<file path="src/rtl/brush_painter_pkg.sv">
// -----------------------------------------------------------------------------
// brush_painter_pkg
//   Shared types and defaults for the brush painter. It holds the FSM state
//   encoding, the pending-command record and the colour codes that the pixel
//   store and the VGA palette also use. It also provides a helper that folds
//   the erase flag into the stored colour.
// -----------------------------------------------------------------------------
package brush_painter_pkg;

    // Canvas and brush defaults.
    localparam int unsigned GRID_W_DEF  = 160;
    localparam int unsigned GRID_H_DEF  = 120;
    localparam int unsigned BRUSH_R_DEF = 1;

    // 3-bit colour codes used by the pixel store and the palette.
    typedef enum logic [2:0] {
        COLOR_BLACK   = 3'd0,
        COLOR_RED     = 3'd1,
        COLOR_GREEN   = 3'd2,
        COLOR_BLUE    = 3'd3,
        COLOR_YELLOW  = 3'd4,
        COLOR_CYAN    = 3'd5,
        COLOR_MAGENTA = 3'd6,
        COLOR_WHITE   = 3'd7
    } color_e;

    localparam logic [2:0] BG_COLOR_DEF = COLOR_BLACK;

    typedef enum logic [1:0] {
        IDLE  = 2'd0,
        PAINT = 2'd1,
        CLEAR = 2'd2
    } state_e;

    // Pending command with erase already resolved into the colour field.
    typedef struct packed {
        logic [7:0] x;
        logic [7:0] y;
        logic [2:0] color;
        logic       clear;
    } paint_cmd_t;

    function automatic paint_cmd_t make_cmd(
        input logic [7:0] x,
        input logic [7:0] y,
        input logic [2:0] color,
        input logic       erase,
        input logic       clear,
        input logic [2:0] bg_color
    );
        paint_cmd_t c;
        c.x     = x;
        c.y     = y;
        c.color = erase ? bg_color : color;
        c.clear = clear;
        return c;
    endfunction

endpackage

</file>
<file path="src/rtl/brush_painter_if.sv">
// -----------------------------------------------------------------------------
// brush_painter_if
//   Bundles the two buses of the brush painter.
//   The command side is a valid/ready handshake that comes from the SPI
//   decoder. The pixel-write side drives the pixel store's write port.
//   master : command source / pixel sink (the SPI side and the pixel store).
//   slave  : the painter itself.
//   Signals:
//     cmd_valid, cmd_ready     command handshake
//     cmd_x, cmd_y             brush centre
//     cmd_color                stroke colour code
//     cmd_erase, cmd_clear     erase stroke / full-canvas clear
//     wr_en, wr_x, wr_y        pixel write strobe and coordinates
//     wr_color                 pixel colour code
// -----------------------------------------------------------------------------
interface brush_painter_if;

    logic       cmd_valid;
    logic       cmd_ready;
    logic [7:0] cmd_x;
    logic [7:0] cmd_y;
    logic [2:0] cmd_color;
    logic       cmd_erase;
    logic       cmd_clear;

    logic       wr_en;
    logic [9:0] wr_x;
    logic [9:0] wr_y;
    logic [2:0] wr_color;

    modport master (
        output cmd_valid, cmd_x, cmd_y, cmd_color, cmd_erase, cmd_clear,
        input  cmd_ready,
        input  wr_en, wr_x, wr_y, wr_color
    );

    modport slave (
        input  cmd_valid, cmd_x, cmd_y, cmd_color, cmd_erase, cmd_clear,
        output cmd_ready,
        output wr_en, wr_x, wr_y, wr_color
    );

endinterface

</file>
<file path="src/rtl/brush_painter.sv">
// -----------------------------------------------------------------------------
// brush_painter
//   Turns decoded paint commands into single-pixel writes, one cell per clock.
//   A stroke stamps a (2*BRUSH_R+1)^2 square around its centre and clips cells
//   that fall off the canvas. A clear command sweeps the whole canvas
//   row-major with BG_COLOR. A one-entry pending slot decouples the command
//   handshake from the engine.
//   Ports:
//     clk         pixel clock
//     reset       synchronous, active-high
//     bus         brush_painter_if.slave (command handshake + pixel writes)
//     busy_o      engine active or pending slot occupied
//     overflow_o  sticky: a command was offered while not ready
// -----------------------------------------------------------------------------
module brush_painter
    import brush_painter_pkg::*;
#(
    parameter int unsigned GRID_W   = GRID_W_DEF,
    parameter int unsigned GRID_H   = GRID_H_DEF,
    parameter int unsigned BRUSH_R  = BRUSH_R_DEF,
    parameter logic [2:0]  BG_COLOR = BG_COLOR_DEF
) (
    input  logic           clk,
    input  logic           reset,
    brush_painter_if.slave bus,
    output logic           busy_o,
    output logic           overflow_o
);

    localparam logic signed [10:0] R_S    = 11'(BRUSH_R);
    localparam logic [9:0]         LIM_X  = 10'(GRID_W);
    localparam logic [9:0]         LIM_Y  = 10'(GRID_H);
    localparam logic [9:0]         LAST_X = 10'(GRID_W - 1);
    localparam logic [9:0]         LAST_Y = 10'(GRID_H - 1);

    // Pending slot.
    paint_cmd_t pend_q, pend_d;
    logic       pend_valid_q, pend_valid_d;
    logic       pop, accept, cmd_ready;

    // Engine state. The stroke centre and colour are latched on pop.
    // dx/dy hold the offset of the cell that is currently on the outputs.
    state_e            state_q, state_d;
    logic [7:0]        cx_q, cx_d, cy_q, cy_d;
    logic [2:0]        col_q, col_d;
    logic signed [10:0] dx_q, dx_d, dy_q, dy_d;

    // Registered pixel-write outputs.
    logic       wr_en_q, wr_en_d;
    logic [9:0] wr_x_q, wr_x_d, wr_y_q, wr_y_d;
    logic [2:0] wr_color_q, wr_color_d;
    logic       busy_q, overflow_q;

    // Cell under evaluation for a stroke.
    logic              issue;
    logic signed [10:0] cell_x, cell_y;
    logic              cell_ok;

    // The slot can take a new command when it is empty or is being drained
    // this very cycle.
    assign pop       = (state_q == IDLE) && pend_valid_q;
    assign cmd_ready = !pend_valid_q || pop;
    assign accept    = bus.cmd_valid && cmd_ready;

    // ------------------------------------------------------------------
    // Pending slot next state
    // ------------------------------------------------------------------
    always_comb begin
        // NOTE: every signal written here gets a default first so the
        // block can never infer a latch on an unassigned path.
        pend_d       = pend_q;
        pend_valid_d = pend_valid_q;
        if (accept) begin
            pend_d       = make_cmd(bus.cmd_x, bus.cmd_y, bus.cmd_color,
                                    bus.cmd_erase, bus.cmd_clear, BG_COLOR);
            pend_valid_d = 1'b1;
        end else if (pop) begin
            pend_valid_d = 1'b0;
        end
    end

    // ------------------------------------------------------------------
    // FSM next state and next outputs
    // ------------------------------------------------------------------
    always_comb begin
        state_d    = state_q;
        cx_d       = cx_q;
        cy_d       = cy_q;
        col_d      = col_q;
        dx_d       = dx_q;
        dy_d       = dy_q;
        wr_en_d    = 1'b0;
        wr_x_d     = wr_x_q;
        wr_y_d     = wr_y_q;
        wr_color_d = wr_color_q;
        issue      = 1'b0;

        unique case (state_q)
            IDLE: begin
                if (pend_valid_q) begin
                    if (pend_q.clear) begin
                        // The first sweep cell goes out on the same edge as
                        // the state change, which gives the two-cycle
                        // accept-to-write latency.
                        state_d    = CLEAR;
                        wr_en_d    = 1'b1;
                        wr_x_d     = '0;
                        wr_y_d     = '0;
                        wr_color_d = BG_COLOR;
                    end else begin
                        state_d = PAINT;
                        cx_d    = pend_q.x;
                        cy_d    = pend_q.y;
                        col_d   = pend_q.color;
                        dx_d    = -R_S;
                        dy_d    = -R_S;
                        issue   = 1'b1;
                    end
                end
            end

            PAINT: begin
                if (dx_q == R_S && dy_q == R_S) begin
                    state_d = IDLE;
                end else begin
                    if (dx_q == R_S) begin
                        dx_d = -R_S;
                        dy_d = dy_q + 11'sd1;
                    end else begin
                        dx_d = dx_q + 11'sd1;
                    end
                    issue = 1'b1;
                end
            end

            CLEAR: begin
                wr_color_d = BG_COLOR;
                if (wr_x_q == LAST_X) begin
                    if (wr_y_q == LAST_Y) begin
                        state_d = IDLE;
                    end else begin
                        wr_en_d = 1'b1;
                        wr_x_d  = '0;
                        wr_y_d  = wr_y_q + 10'd1;
                    end
                end else begin
                    wr_en_d = 1'b1;
                    wr_x_d  = wr_x_q + 10'd1;
                end
            end

            default: state_d = IDLE;
        endcase

        // A clipped cell still uses its cycle. It just does not strobe, and
        // the coordinates keep their previous value.
        cell_x  = $signed({3'b000, cx_d}) + dx_d;
        cell_y  = $signed({3'b000, cy_d}) + dy_d;
        cell_ok = !cell_x[10] && !cell_y[10] &&
                  (cell_x[9:0] < LIM_X) && (cell_y[9:0] < LIM_Y);
        if (issue && cell_ok) begin
            wr_en_d    = 1'b1;
            wr_x_d     = cell_x[9:0];
            wr_y_d     = cell_y[9:0];
            wr_color_d = col_d;
        end
    end

    // ------------------------------------------------------------------
    // State registers
    // ------------------------------------------------------------------
    always_ff @(posedge clk) begin
        // NOTE: sequential state uses non-blocking assignments so every
        // register samples the pre-edge values of its neighbours.
        if (reset) begin
            state_q      <= IDLE;
            pend_valid_q <= 1'b0;
            cx_q         <= '0;
            cy_q         <= '0;
            col_q        <= '0;
            dx_q         <= '0;
            dy_q         <= '0;
            wr_en_q      <= 1'b0;
            wr_x_q       <= '0;
            wr_y_q       <= '0;
            wr_color_q   <= '0;
            busy_q       <= 1'b0;
            overflow_q   <= 1'b0;
        end else begin
            state_q      <= state_d;
            pend_valid_q <= pend_valid_d;
            cx_q         <= cx_d;
            cy_q         <= cy_d;
            col_q        <= col_d;
            dx_q         <= dx_d;
            dy_q         <= dy_d;
            wr_en_q      <= wr_en_d;
            wr_x_q       <= wr_x_d;
            wr_y_q       <= wr_y_d;
            wr_color_q   <= wr_color_d;
            busy_q       <= (state_d != IDLE) || pend_valid_d;
            overflow_q   <= overflow_q || (bus.cmd_valid && !cmd_ready);
        end
    end

    // NOTE: the slot payload has no reset. It is only read while
    // pend_valid_q is set, and the load always writes that flag.
    always_ff @(posedge clk) begin
        pend_q <= pend_d;
    end

    assign bus.cmd_ready = cmd_ready;
    assign bus.wr_en     = wr_en_q;
    assign bus.wr_x      = wr_x_q;
    assign bus.wr_y      = wr_y_q;
    assign bus.wr_color  = wr_color_q;
    assign busy_o        = busy_q;
    assign overflow_o    = overflow_q;

endmodule

</file>
<file path="src/flat_wrapper.sv">
// flat-port wrapper written by rule: the top's interface ports become plain ports
module brush_painter_flat import brush_painter_pkg::*;
#(
    parameter int unsigned GRID_W   = GRID_W_DEF,
    parameter int unsigned GRID_H   = GRID_H_DEF,
    parameter int unsigned BRUSH_R  = BRUSH_R_DEF,
    parameter logic [2:0]  BG_COLOR = BG_COLOR_DEF
)
  (clk, reset, busy_o, overflow_o, bus_cmd_valid, bus_cmd_x, bus_cmd_y, bus_cmd_color, bus_cmd_erase, bus_cmd_clear, bus_cmd_ready, bus_wr_en, bus_wr_x, bus_wr_y, bus_wr_color);
  brush_painter_if bus_i ();
  input  logic clk;
  input  logic reset;
  output logic busy_o;
  output logic overflow_o;
  input wire logic [$bits(bus_i.cmd_valid)-1:0] bus_cmd_valid;
  input wire logic [$bits(bus_i.cmd_x)-1:0] bus_cmd_x;
  input wire logic [$bits(bus_i.cmd_y)-1:0] bus_cmd_y;
  input wire logic [$bits(bus_i.cmd_color)-1:0] bus_cmd_color;
  input wire logic [$bits(bus_i.cmd_erase)-1:0] bus_cmd_erase;
  input wire logic [$bits(bus_i.cmd_clear)-1:0] bus_cmd_clear;
  output wire logic [$bits(bus_i.cmd_ready)-1:0] bus_cmd_ready;
  output wire logic [$bits(bus_i.wr_en)-1:0] bus_wr_en;
  output wire logic [$bits(bus_i.wr_x)-1:0] bus_wr_x;
  output wire logic [$bits(bus_i.wr_y)-1:0] bus_wr_y;
  output wire logic [$bits(bus_i.wr_color)-1:0] bus_wr_color;
  assign bus_i.cmd_valid = bus_cmd_valid;
  assign bus_i.cmd_x = bus_cmd_x;
  assign bus_i.cmd_y = bus_cmd_y;
  assign bus_i.cmd_color = bus_cmd_color;
  assign bus_i.cmd_erase = bus_cmd_erase;
  assign bus_i.cmd_clear = bus_cmd_clear;
  assign bus_cmd_ready = bus_i.cmd_ready;
  assign bus_wr_en = bus_i.wr_en;
  assign bus_wr_x = bus_i.wr_x;
  assign bus_wr_y = bus_i.wr_y;
  assign bus_wr_color = bus_i.wr_color;
  brush_painter #(.GRID_W(GRID_W), .GRID_H(GRID_H), .BRUSH_R(BRUSH_R), .BG_COLOR(BG_COLOR)) u_core (.clk(clk), .reset(reset), .bus(bus_i), .busy_o(busy_o), .overflow_o(overflow_o));
endmodule
</file>
<file path="config.mk">
export PLATFORM = sky130hd
export DESIGN_NAME = brush_painter_flat
export DESIGN_NICKNAME = d
export VERILOG_FILES = /design/src/rtl/brush_painter_pkg.sv /design/src/rtl/brush_painter_if.sv /design/src/rtl/brush_painter.sv /design/src/flat_wrapper.sv
export SDC_FILE = /design/constraint.sdc
export NUM_CORES = 1
export LEC_CHECK = 0
export ABC_CLOCK_PERIOD_IN_PS = 5700
export CAP_MARGIN = 10
export CORE_AREA = 2 2 145 147
export CTS_BUF_LIST = sky130_fd_sc_hd__clkbuf_8 sky130_fd_sc_hd__clkbuf_16
export DETAILED_ROUTE_END_ITERATION = 7
export DIE_AREA = 0 0 147 149
export HOLD_SLACK_MARGIN = 0.12
export SYNTH_ARGS = -nofsm -noshare
export SYNTH_HDL_FRONTEND = slang
export SYNTH_SLANG_ARGS = --single-unit
</file>
<file path="constraint.sdc">
create_clock -name clk -period 5.7 [get_ports clk]
set_input_delay 0.57 -clock clk [delete_from_list [all_inputs] [get_ports clk]]
set_output_delay 0.57 -clock clk [all_outputs]
set_load 0.01 [all_outputs]
</file>
# [Word-level counts from Yosys, hierarchy flattened]
# Index checks and enable logic that the tools add are counted.
[classes] n_addsub=6 magnitude_cmp=2 eq_ne=11 mux=51 reduce_logical=21
[op_table] op="two-way mux 11 bit" count=8
[op_table] op="two-way mux 10 bit" count=8
[op_table] op="two-way mux 8 bit" count=6
[op_table] op="one-hot mux 11 bit (2 select lines)" count=2
[op_table] op="one-hot mux 10 bit (2 select lines)" count=2
[op_table] op="adder 11 x 2 -> 11 bit (second input constant)" count=2
[op_table] op="adder 9 x 11 -> 11 bit" count=2
[op_table] op="== test 11 x 2 -> 1 bit (second input constant)" count=2
[op_table] op="adder 10 x 1 -> 10 bit (second input constant)" count=2
[op_table] op="two-way mux 3 bit" count=6
[op_table] op="== test 10 x 7 -> 1 bit (second input constant)" count=1
[op_table] op="== test 10 x 8 -> 1 bit (second input constant)" count=1
[op_table] op="< comparator 10 x 7 -> 1 bit (second input constant)" count=1
[op_table] op="< comparator 10 x 8 -> 1 bit (second input constant)" count=1
[op_table] op="two-way mux 1 bit" count=10
[op_table] op="two-way mux 2 bit" count=5
[op_table] op="logical AND 1 bit" count=8
[op_table] op="inequality test 3 x 2 -> 1 bit (second input constant)" count=2
[op_table] op="one-hot mux 2 bit (3 select lines)" count=1
[op_table] op="one-hot mux 3 bit (2 select lines)" count=1
[op_table] op="AND reduction 5 bit" count=1
[op_table] op="logical NOT 1 bit" count=4
[op_table] op="inequality test 4 bit (second input constant)" count=1
[op_table] op="one-hot mux 1 bit (2 select lines)" count=2
[op_table] op="other kinds (10)" count=12
[totals] regBits=90 input_bits=24 out_inout_bits=27 word_cells=108

# [Logic depth before layout (Yosys ltp)]
[logic_depth] word_depth=12 depth_mapped=20 ltp_nobuf=19

# [Worst setup path after synthesis]
# OpenSTA, ideal clock, no wires.
[synth_timing] kind="reg2reg" startpoint="reg u_core.dx_q[4]" endpoint="reg u_core.wr_x_q[7] (netlist: u_core.bus.wr_x[7])" setup_ps=131 arrival_ps=4305 required_time_ps=5569 slack_ps=1264 path_stages_with_launch=19 path_buffers=2 synth_period_minus_slack_ps=4436 path_cell_list="dfxtp_1 -> buf_6 -> or4_4 -> nor3_2 -> nand2_1 -> nor2_1 -> mux2i_1 -> ha_1 -> fa_1 -> a211o_1 -> o211a_1 -> o31a_1 -> o21ai_0 -> nor2_1 -> a32o_2 -> o211a_1 -> buf_2 -> a22oi_1 -> o22ai_1"
[synth_via] elab_chain_len=12 word_cells_on_any_way=29 cone_classes="3 x add/sub; 2 x order compare; 4 x eq/ne; 11 x mux; 9 x reduce/logical"
[synth_lines] item="start: declaration" line_no="brush_painter.sv:46" source="logic signed [10:0] dx_q, dx_d, dy_q, dy_d;"
[synth_lines] item="start signal: assignment" line_no="brush_painter.sv:181" source="dx_q <= '0;"
[synth_lines] item="start signal: assignment" line_no="brush_painter.sv:195" source="dx_q <= dx_d;"
[synth_lines] item="== test 11 x 2 -> 1 bit (*)" line_no="brush_painter.sv:123, brush_painter.sv:126"
[synth_lines] item="two-way mux 11 bit / logical AND 1 bit (equally long branches)" line_no="brush_painter.sv:126, brush_painter.sv:123"
[synth_lines] item="two-way mux 11 bit (*)" line_no="brush_painter.sv:123" source="if (dx_q == R_S && dy_q == R_S) begin"
[synth_lines] item="one-hot mux 11 bit (2 select lines) (*)" line_no="brush_painter.sv:98" source="unique case (state_q)"
[synth_lines] item="via u_core.dy_d[0]" line_no="brush_painter.sv:46"
[synth_lines] item="adder 9 x 11 -> 11 bit (*)" line_no="brush_painter.sv:158" source="cell_y = $signed({3'b000, cy_d}) + dy_d;"
[synth_lines] item="branches (longest 3 deep; another with < comparator 10 x 7 -> 1 bit)"
[synth_lines] item="logical AND 1 bit (*)" line_no="brush_painter.sv:160" source="(cell_x[9:0] < LIM_X) && (cell_y[9:0] < LIM_Y);"
[synth_lines] item="logical AND 1 bit (*)" line_no="brush_painter.sv:161" source="if (issue && cell_ok) begin"
[synth_lines] item="inequality test 4 bit (no line) (tied with other cells)"
[synth_lines] item="AND reduction 4 bit (no line)"
[synth_lines] item="end signal: assignment" line_no="brush_painter.sv:198" source="wr_x_q <= wr_x_d;"
[synth_lines] item="end: declaration" line_no="brush_painter.sv:50" source="logic [9:0] wr_x_q, wr_x_d, wr_y_q, wr_y_d;"
# Mark *: on every way through the listed nets, which the timed path passes.
# A chain may end at the register's enable or synchronous reset.

# [Worst setup path after layout]
[layout_timing] startpoint="reg u_core.dx_q[4]" endpoint="reg u_core.wr_y_q[1] (netlist: u_core.bus.wr_y[1])"
[layout_via] elab_chain_len=12 word_cells_on_any_way=30 cone_classes="3 x add/sub; 2 x order compare; 5 x eq/ne; 11 x mux; 9 x reduce/logical"
[layout_lines] item="== test 11 x 2 -> 1 bit (*)" line_no="brush_painter.sv:123, brush_painter.sv:126"
[layout_lines] item="two-way mux 11 bit / logical AND 1 bit (equally long branches)" line_no="brush_painter.sv:126, brush_painter.sv:123"
[layout_lines] item="two-way mux 11 bit (*)" line_no="brush_painter.sv:123"
[layout_lines] item="one-hot mux 11 bit (2 select lines) (*)" line_no="brush_painter.sv:98"
[layout_lines] item="via u_core.dy_d[1]" line_no="brush_painter.sv:46"
[layout_lines] item="adder 9 x 11 -> 11 bit (*)" line_no="brush_painter.sv:158"
[layout_lines] item="branches (longest 7 deep; another with < comparator 10 x 7 -> 1 bit)"
[layout_lines] item="end signal: assignment" line_no="brush_painter.sv:199" source="wr_y_q <= wr_y_d;"
[layout_lines] item="end: declaration" line_no="brush_painter.sv:50"
# Marked as above.

==> results.md <==
* Status: completed
* Initial DRC Count at 247
* GRT overflow at 0
* Layout cells sized above 1 at 5.431%
* Fill cell count at 2220
* Post-DP HPWL at 9.724 mm
* Final min period at 5100 ps
* Worst-path clk slew at 70 ps
* Slew headroom at 25.42%
* Die Span X at 147 um
* Slew Viols, Final at 0
* Std-Cell Rows at 53
* Crit path DAT at 5350 ps
* Tcrit/Tclk final at 89.47%
* Vias per cell at 4.788
* Max Cap Viol at 0
* Initial antenna violation count at 0
* Top Usage Layer GRT: met2
* M3 GR Usage at 2.355%
* Synth Register Bits at 90
* Area grow syn2layout at 20.91%
* Met1 GRT Util at 16.40%
* Yosys warns at 0
* NumNets Final at 669
* First-pass GRT wire length at 21.36 mm
* WL final at 13.22 mm
* Post-synth top area cell: dfxtp_1
* Maximum vdd ir drop at 135.5 uV
* Number of synthesized flops with an enable pin at 20
* Syn Area/Cell at 8.598 sq um
* Vias in the first global route at 4068
* Synth top area share at 28.15%
* Post-Synthesis Cells at 579
* Final clock skew at 9.449 ps
* Worst-Skew Late Latency at 350 ps
* Io pins at 51
* Met2 Track Usage GR at 20.07%
* Min-Delay Path Class: reg -> reg
* Mapped Area at 4979 sq um
* Antenna fix cells at 0
* Overall routing resource usage at 12.39%
* Seq/Total Area, Yosys at 40.21%
* # clock sinks at 90
* Pre-CTS setup slack at 524.4 ps
* Required @ worst endpoint at 5950 ps
* Least-Margin Pin Slew at 1119 ps
* RSZ-0062 raised after global routing: false
* Drt first pass iters at 4
* Reg2reg setup slack at 600 ps
* Pwr dens at 263.6 nW/um^2
* Final setup viols at 0
* Max frequency at 196.1 MHz
* Post-route ant nets at 0
* Vias at 4314
* Die area at 21900 sq um
* CTS Buf Count at 9
* FFs w/ async S/R, synth at 0%
* Starting Density at 24.22%
* Most common flop cell mapped by yosys: dfxtp_1
* Core area at 20560 sq um
* PortBufs at 50
* Worst Setup Path Type: reg -> reg
* Routed WL per cell at 14.67 um
* Max FO, Critical Path at 13
* Synth unique cells at 66
* Final hold vios at 0
* CP startpoint kind: register
* CTS tree: built
* H-tree Lvls at 3
* Final Wtd Congestion at 0.9107
* Deepest clock path buffer count at 2
* Final Worst Setup Slack at 600.4 ps
* Largest cells by area after synthesis: dfxtp_1 28%, edfxtp_1 12%, nand2_1 6.6%
* Clk root buf: clkbuf_16
* Crit. End Element: register
* Setup TNS Final at 0 ps
* Leak at 2.209 nW
* Residual DRC at 0
* Largest net degree at the start of global routing at 74
* Net Count, Synth at 627
* Die Ht at 149 um
[placed cells by master (no fill, tap or decap), types with 4 or more instances in the layout]
master           instances
xnor2_1                 13
a211oi_1                10
nor3_1                  15
nor4_1                   9
nand2_1                 88
dfxtp_1                 70
o22ai_1                  6
o21bai_1                 4
nor2_1                  50
a21oi_1                 37
o21a_1                   5
nand4_1                  6
a2bb2oi_1                4
nand2b_1                 9
nor2b_1                 38
ha_1                    22
inv_1                   14
clkbuf_16                9
xor2_1                   8
o21ai_0                 15
a22oi_1                  6
a211o_1                  4
clkdlybuf4s50_1         49
a31oi_1                 13
edfxtp_1                20
a21o_1                   4
nand3_1                 22
a311oi_1                 5
[through the flow]
stage / instance area (sq um) / std cells / utilization, % / hold WS [ps] / power, mW
CTS: 6017 / 901 / 29.27 / 466.7 / 1.605
finish: 6020 / 901 / 29.28 / 465.7 / 1.587
global route: 6020 / 901 / 29.28 / 495.7 / 1.673
floorplan: 4979 / 579 / - / 440.4 / 0.9406
detailed placement: 5746 / 885 / 27.95 / 456.7 / 1.048
global placement: 5746 / 885 / 27.95 / 456.4 / 1.046
[sequential cells by signal (all words and copies together), names as in the netlist]
name	count
u_core.state_q	2
u_core.bus.wr_x	10
u_core.pend_valid_q	1
u_core.pend_q	20
u_core.cy_q	8
u_core.busy_o	1
u_core.overflow_o	1
u_core.cx_q	8
u_core.dy_q	11
u_core.col_q	3
u_core.dx_q	11
u_core.bus.wr_en	1
u_core.bus.wr_color	3
u_core.bus.wr_y	10
[cells by family (layout without fill, tap and decap cells)]
family	after synthesis	in the layout	synth area share [%]
XOR/XNOR	21	21	3.694
AND/OR/NAND/NOR	260	260	25.51
adder cells (fa/ha/maj)	24	24	6.333
flip-flops	90	90	40.21
AO/OA/AOI/OAI	144	144	20.13
buffers and inverters	35	82	2.991
multiplexers	5	5	1.131
[report_power, final]
group | internal, mW | total (mW) | switching (mW) | leakage (nW)
clock | 0.295 | 0.552 | 0.258 | 0.133
sequential | 0.688 | 0.723 | 0.0347 | 0.766
combinational | 0.132 | 0.312 | 0.179 | 1.31
[final timing paths]
check                                  start                              end  cells past startpoint
setup / recovery   u_core.dx_q[4]$_SDFF_PP0_  u_core.bus.wr_y[1]$_SDFFE_PP0P_                     16
hold / removal    u_core.col_q[1]$_SDFF_PP0_       u_core.col_q[1]$_SDFF_PP0_                      2
setup reg to reg   u_core.dx_q[4]$_SDFF_PP0_  u_core.bus.wr_y[1]$_SDFFE_PP0P_                     16
hold reg to reg   u_core.col_q[1]$_SDFF_PP0_       u_core.col_q[1]$_SDFF_PP0_                      2
[metal layers]
layer / routed length [um] / vias up
li1: - / 2193
met1: 6320 / 2016
met4: 344 / 0
met2: 6065 / 83
met5: 0 / -
met3: 492 / 22
[cells in the mapped netlist, drive strengths merged, types with 8 or more instances]
cell / n
clkbuf: 18
o21ai: 15
xor2: 8
a31oi: 13
nor2b: 38
nand2b: 9
nand3: 22
dfxtp: 70
nor3: 17
a211oi: 10
a21oi: 38
nor2: 51
xnor2: 13
nand2: 88
ha: 22
edfxtp: 20
nor4: 9
inv: 13
[layout make-up]
type                       instances  area (sq um)  share of cell area [%]
inverter                          13         48.80                  0.8106
clock inverter                     7         46.29                  0.7691
sequential                        90          2002                   33.26
timing repair buffer              53         518.0                   8.605
clock buffer                       9         225.2                   3.741
multi-input combinational        454          2835                   47.10
tap                              275         344.1                   5.716
[repair_timing]
action	in CTS	in global routing
buffers inserted	0	0
hold buffers	0	0
gates resized for setup	0	2
setup endpoints to repair	0	6
[critical path: stages, from the launching register on]
cell,delay [ps]
dfxtp_1,380
or4_4,590
nor3_2,490
nand2_1,170
nor2_2,320
nor3_1,80
a21oi_1,280
ha_1,290
a211o_1,270
a21oi_1,190
o21ai_0,170
a21oi_1,250
xnor2_1,110
nor4b_2,530
o211a_2,480
a22oi_1,140
a211oi_1,280
Power figures use the tool's default switching activity.
